--- src/rtl/ram_port_arbiter.sv ---
// ram_port_arbiter: two-port req/ack round-robin arbiter in front of one RAM.
// Define RAM_ARB_FIXED_PRIO_EN to make port 0 win every tie.
module ram_port_arbiter #(
  parameter int AW       = 10,
  parameter int DW       = 32,
  parameter int MAX_WAIT = 15
) (
  input  logic          clock,
  input  logic          reset,
  input  logic          req0,
  input  logic          req1,
  input  logic          we0,
  input  logic          we1,
  input  logic [AW-1:0] addr0,
  input  logic [AW-1:0] addr1,
  input  logic [DW-1:0] wdata0,
  input  logic [DW-1:0] wdata1,
  output logic          ack0,
  output logic          ack1,
  output logic [DW-1:0] rdata0,
  output logic [DW-1:0] rdata1,
  output logic          starve0,
  output logic          starve1,
  output logic [AW-1:0] ram_addr,
  output logic          ram_write,
  output logic [DW-1:0] ram_value,
  input  logic [DW-1:0] ram_result
);

  localparam int CW = $clog2(MAX_WAIT + 1);
  localparam logic [CW-1:0] MAXC = CW'(MAX_WAIT);

  typedef enum logic [1:0] {
    S_IDLE,
    S_GRANT,
    S_ACCESS
  } state_t;

  state_t        r_state;
  state_t        w_next;
  logic          r_last;
  logic          r_win;
  logic          r_we;
  logic          r_ack0;
  logic          r_ack1;
  logic          r_write;
  logic [AW-1:0] r_addr;
  logic [DW-1:0] r_value;
  logic [DW-1:0] r_rdata0;
  logic [DW-1:0] r_rdata1;
  logic [CW-1:0] r_cnt0;
  logic [CW-1:0] r_cnt1;

  logic          w_take;
  logic          w_sel;
  logic          w_we;
  logic [AW-1:0] w_addr;
  logic [DW-1:0] w_wdata;
  logic          w_own0;
  logic          w_own1;

  always_comb begin
    w_next = r_state;
    w_take = 1'b0;
    w_sel  = 1'b0;
    unique case (r_state)
      S_IDLE: begin
        if (req0 || req1) begin
          w_take = 1'b1;
          w_next = S_GRANT;
          if (req0 && req1) begin
`ifdef RAM_ARB_FIXED_PRIO_EN
            w_sel = 1'b0;
`else
            w_sel = ~r_last;
`endif
          end else begin
            w_sel = req1;
          end
        end
      end
      S_GRANT:  w_next = S_ACCESS;
      S_ACCESS: w_next = S_IDLE;
      default:  w_next = S_IDLE;
    endcase
  end

  assign w_we    = w_sel ? we1 : we0;
  assign w_addr  = w_sel ? addr1 : addr0;
  assign w_wdata = w_sel ? wdata1 : wdata0;

  // A port "owns" the RAM from the cycle it wins until its ack cycle.
  assign w_own0 = (w_take && !w_sel) ||
                  (r_state != S_IDLE && !r_win);
  assign w_own1 = (w_take && w_sel) ||
                  (r_state != S_IDLE && r_win);

  always_ff @(posedge clock or posedge reset) begin
    if (reset) begin
      r_state  <= S_IDLE;
      r_last   <= 1'b1;
      r_win    <= 1'b0;
      r_we     <= 1'b0;
      r_ack0   <= 1'b0;
      r_ack1   <= 1'b0;
      r_write  <= 1'b0;
      r_addr   <= '0;
      r_value  <= '0;
      r_rdata0 <= '0;
      r_rdata1 <= '0;
      r_cnt0   <= '0;
      r_cnt1   <= '0;
    end else begin
      r_state <= w_next;
      r_ack0  <= 1'b0;
      r_ack1  <= 1'b0;
      r_write <= 1'b0;
      if (w_take) begin
        r_win   <= w_sel;
        r_last  <= w_sel;
        r_we    <= w_we;
        r_addr  <= w_addr;
        r_value <= w_wdata;
        r_write <= w_we;
      end
      if (r_state == S_GRANT) begin
        r_ack0 <= ~r_win;
        r_ack1 <= r_win;
        if (!r_we && !r_win) r_rdata0 <= ram_result;
        if (!r_we && r_win)  r_rdata1 <= ram_result;
      end
      if (!req0 || w_own0)   r_cnt0 <= '0;
      else if (r_cnt0 != MAXC) r_cnt0 <= r_cnt0 + 1'b1;
      if (!req1 || w_own1)   r_cnt1 <= '0;
      else if (r_cnt1 != MAXC) r_cnt1 <= r_cnt1 + 1'b1;
    end
  end

  assign ack0      = r_ack0;
  assign ack1      = r_ack1;
  assign rdata0    = r_rdata0;
  assign rdata1    = r_rdata1;
  assign ram_addr  = r_addr;
  assign ram_write = r_write;
  assign ram_value = r_value;
  assign starve0   = (r_cnt0 == MAXC);
  assign starve1   = (r_cnt1 == MAXC);

endmodule
--- config.mk ---
export PLATFORM = sky130hd
export DESIGN_NAME = ram_port_arbiter
export DESIGN_NICKNAME = d
export VERILOG_FILES = /design/src/rtl/ram_port_arbiter.sv
export SDC_FILE = /design/constraint.sdc
export NUM_CORES = 1
export LEC_CHECK = 0
export ABC_AREA = 0
export CAP_MARGIN = 20
export CORE_ASPECT_RATIO = 0.75
export CORE_MARGIN = 5
export CORE_UTILIZATION = 40
export CTS_CLUSTER_DIAMETER = 80
export CTS_CLUSTER_SIZE = 12
export DETAILED_ROUTE_END_ITERATION = 6
export PLACE_DENSITY = 0.77
export SYNTH_ARGS = -nofsm -noshare
export SYNTH_HDL_FRONTEND = slang
export SYNTH_SLANG_ARGS = --single-unit
export TNS_END_PERCENT = 1
--- constraint.sdc ---
create_clock -name clock -period 4.9 [get_ports clock]
set_input_delay 0.98 -clock clock [delete_from_list [all_inputs] [get_ports clock]]
set_output_delay 0.98 -clock clock [all_outputs]
set_load 0.02 [all_outputs]
==> out/summary.md <==
The flow ran to the end, and the final reports show no timing, DRC or antenna violations. Clock tree synthesis inserted a total of 17 buffers. Across all hold checks on the routed design, the worst slack comes to 489.4 ps.

In this run the worst path has a maximum fanout of 36. For this run, the share of the core covered by cells in the final layout is 65.04%. The tools report the number of global-route vias before repair as 4628.

The tools report the category of the worst setup path capture point as a flip-flop. The overall die area was 15390 sq um; the maximum clock skew at final layout was 7.493 ps. The net count reported at finish was 747.

The number of different library cells in the post-synthesis netlist is 36. The run gives 233 as the I/O pin count. The longest clock path from root to sink contains 2 buffers.

The core outline area came out at 12840 sq um. Setup repair after global routing left no endpoint under its margin. Aggregate routed wire length: 15860 microns.

For the hold violation count in the final report, the log shows 0. The tools report the pin count of the biggest net entering global routing as 82. Remaining global-route overflow: 0. 0 antenna diodes ended up in the layout. Detailed-route via count: 4400. IR analysis of the VDD net gives a maximum drop of 411.7 uV. The die is 141.6 microns wide.

The initial utilization of the core area, before any placement, comes to 40.48%. The post-detailed-route count of antenna-violating nets came out at 0. The H-tree was split into 4 levels. The wire length of the first global-routing pass came out at 24610 microns. From synthesis to final layout, the design area changed by 60.68%. Measured along the y axis, the die boundary spans 108.7 microns. Setup violations remaining at the end of the flow were counted as 0.

Across every metal layer, demand over resource in global routing totals 20.34%. The flop and latch count out of synthesis is 122. The initial antenna violation count was 0.

The clock tree root driver cell was sky130_fd_sc_hd__clkbuf_16. The cell area that synthesis handed to floorplanning was 5196 sq um. For the pin with the worst max-slew slack, the measured transition is 893.2 ps.

The worst hold path belongs to the class reg2reg. For the post-detailed-placement half-perimeter wirelength, the log shows 11240 microns. Yosys printed 0 warnings.

For the arrival time at the worst endpoint, the log shows 3430 ps. The count of final max-slew check failures was 0; the detailed-route vias per instance was 5.452. Part of the Yosys area used for sequential elements: 58.78%.

The number of sinks handled by clock tree synthesis came out at 122. The average wire length per cell after detail routing works out to 19.66 microns. Derived from the worst setup path, the maximum achievable clock frequency is 318.1 MHz. The run gives 521 as the total nets after synthesis. The analysis attributes to cell leakage a power of 3.409 nW. TritonCTS built the clock tree. The power per cell area is 722.0 nW/um^2, and the register clock-pin slew on the reported worst setup and hold paths is 50 ps.

The setup fix buffers added after clock tree synthesis was 0; the fraction of final layout cells with drive strength greater than 1 was 17.61%. The worst pin sits at a relative slew slack of 40.45%. The insertion delay of the later-clocked pin in the worst-skew pair was 400 ps. Dividing the final minimum period by the clock period gives 64.15%. The required time of the worst setup path was 5180 ps. Averaged over all synthesized cells, the footprint is 13.09 sq um.

Adding up every negative setup slack in the final design gives 0 ps. For this run, the detailed router's first-pass iteration total came to 5. The cell row count was 36; the quantity of gates resized following cts was 0. The run gives 397 as the synthesized instance count. The worst setup path is of the in2reg kind.

In the routed design, unresolved DRC markers number 0. For the count of max-cap constraint violations, the log shows 0. The post-layout minimum cycle time was 3143 ps; the quantity of hold-fixing buffers added after cts was 0.

The launching element type of the critical path is a primary input. At the end of routability-driven placement, the weighted congestion stood at 0.8234. The number of buffers inserted by port buffering is 232, and the iteration-0 DRC count of the detailed router is 288.
[registers in the layout, indices dropped and copies added (netlist names)]
register / cells
ack0: 1
ack1: 1
r_state: 2
rdata1: 32
r_cnt0: 4
rdata0: 32
ram_addr: 10
ram_write: 1
r_cnt1: 4
r_last: 1
r_we: 1
r_win: 1
ram_value: 32
[routing by layer]
metal  wire length [microns]  GRT usage (%)
met1                    6228          24.95
met2                    8203          34.13
met3                    1119          6.225
met4                     312          7.534
met5                       0              0
[cells by family (layout without fill, tap and decap cells)]
| kind of cell | Yosys count | after routing | synth area share [%] |
|---|---|---|---|
| AOI/OAI and AO/OA | 120 | 120 | 17.63 |
| adders and majority gates | 2 | 2 | 0.4815 |
| xor gates and xnor gates | 2 | 2 | 0.3372 |
| buffers and inverters | 39 | 278 | 3.419 |
| DFF | 122 | 122 | 58.78 |
| muxes | 66 | 66 | 14.25 |
| and+or+nand+nor | 46 | 46 | 5.105 |
[final timing paths]
kind                          startpoint       endpoint  slack [ps]  cells past startpoint
max reg2reg                   r_state[0]    ram_addr[2]        2880                      4
min in group asynchronous          reset     rdata1[27]        1160                      2
min reg2reg                ram_value[16]  ram_value[16]         490                      1
max                                 req0           r_we        1760                      6
max in group asynchronous          reset  ram_value[26]        2830                      3
min                        ram_value[16]  ram_value[16]         490                      1
[per-stage QoR]
step                      worst slack, ps  cells  area [sq um]  power (mW)
after floorplan                     679.1    397          5196       3.336
after global placement               1468    772          7656       4.570
after detailed placement             1418    774          7686       4.679
after CTS                            1814    806          8329       6.068
after global routing                 1623    807          8349       6.336
final                                1757    807          8349       6.028
[synth_stat cells]
cell                        instances  area [sq um]
sky130_fd_sc_hd__nor2_2             1         6.260
sky130_fd_sc_hd__clkbuf_1          19         71.32
sky130_fd_sc_hd__ha_1               2         25.02
sky130_fd_sc_hd__nor3_2             1         10.01
sky130_fd_sc_hd__a21boi_1           1         7.510
sky130_fd_sc_hd__and2_1             1         6.260
sky130_fd_sc_hd__a31oi_1            2         12.51
sky130_fd_sc_hd__mux2_1             2         22.52
sky130_fd_sc_hd__a32oi_1           34         297.8
sky130_fd_sc_hd__nor3_1             4         20.02
sky130_fd_sc_hd__nand2_1            3         11.26
sky130_fd_sc_hd__or2_2              2         12.51
sky130_fd_sc_hd__a211o_1            1         8.760
sky130_fd_sc_hd__nor3b_2            2         25.02
sky130_fd_sc_hd__and3_1            10         62.56
sky130_fd_sc_hd__inv_1              5         18.77
sky130_fd_sc_hd__buf_4              5         37.54
sky130_fd_sc_hd__o21ai_0            1         5.000
sky130_fd_sc_hd__nor3b_1            2         15.01
sky130_fd_sc_hd__xnor2_1            2         17.52
sky130_fd_sc_hd__dfrtp_1          121          3028
sky130_fd_sc_hd__mux2i_1            2         20.02
sky130_fd_sc_hd__o2bb2ai_1         34         297.8
sky130_fd_sc_hd__a31o_2             1         8.760
sky130_fd_sc_hd__nand2b_1           2         12.51
sky130_fd_sc_hd__or4b_1             1         10.01
sky130_fd_sc_hd__mux2_2            62         698.2
sky130_fd_sc_hd__dfstp_2            1         26.28
sky130_fd_sc_hd__nand3b_1           1         7.510
sky130_fd_sc_hd__nor2_1            11         41.29
sky130_fd_sc_hd__nand3_1            5         25.02
sky130_fd_sc_hd__a21bo_2            1         10.01
sky130_fd_sc_hd__a221o_1            8         80.08
sky130_fd_sc_hd__a21boi_0           1         7.510
sky130_fd_sc_hd__a21oi_1           36         180.2
sky130_fd_sc_hd__buf_2             10         50.05
[report_power, final]
| group | switching (mW) | leakage [nW] | internal [mW] |
|---|---|---|---|
| sequential | 0.314 | 1.49 | 1.50 |
| clock | 0.436 | 0.306 | 0.914 |
| combinational | 1.44 | 1.62 | 1.42 |
[final cells by class]
cell class	instances	area, sq um
Timing Repair Buffer	241	2417
Multi-Input combinational cell	236	1999
Clock inverter	12	196.4
Tap cell	171	214.0
Sequential cell	122	3054
Inverter	5	21.27
Clock buffer	20	446.7
Fill cell	1001	4488
[layout by cell type, fill, tap and decap left out, types with 2 or more instances in the layout]
master	netlist	layout
sky130_fd_sc_hd__a21oi_1	36	36
sky130_fd_sc_hd__a221o_1	8	8
sky130_fd_sc_hd__a31oi_1	2	2
sky130_fd_sc_hd__a32oi_1	34	34
sky130_fd_sc_hd__and3_1	10	10
sky130_fd_sc_hd__buf_4	5	6
sky130_fd_sc_hd__buf_8	0	2
sky130_fd_sc_hd__bufinv_16	0	5
sky130_fd_sc_hd__clkbuf_1	19	2
sky130_fd_sc_hd__clkbuf_16	0	17
sky130_fd_sc_hd__clkdlybuf4s50_1	0	232
sky130_fd_sc_hd__clkinv_2	0	3
sky130_fd_sc_hd__clkinvlp_4	0	3
sky130_fd_sc_hd__dfrtp_1	121	121
sky130_fd_sc_hd__ha_1	2	2
sky130_fd_sc_hd__inv_1	5	4
sky130_fd_sc_hd__mux2_1	2	2
sky130_fd_sc_hd__mux2_2	62	62
sky130_fd_sc_hd__mux2i_1	2	2
sky130_fd_sc_hd__nand2_1	3	3
sky130_fd_sc_hd__nand2b_1	2	2
sky130_fd_sc_hd__nand3_1	5	5
sky130_fd_sc_hd__nor2_1	11	11
sky130_fd_sc_hd__nor3_1	4	4
sky130_fd_sc_hd__nor3b_1	2	2
sky130_fd_sc_hd__nor3b_4	0	2
sky130_fd_sc_hd__o2bb2ai_1	34	34
sky130_fd_sc_hd__or2_2	2	2
sky130_fd_sc_hd__xnor2_1	2	2
[critical path, stage by stage]
cell                              delay (ps)
sky130_fd_sc_hd__clkdlybuf4s50_1         530
sky130_fd_sc_hd__or2_2                   600
sky130_fd_sc_hd__nand2_1                 540
sky130_fd_sc_hd__buf_4                   430
sky130_fd_sc_hd__inv_1                   120
sky130_fd_sc_hd__a31o_2                  210
(Power assumes the default switching activity.)
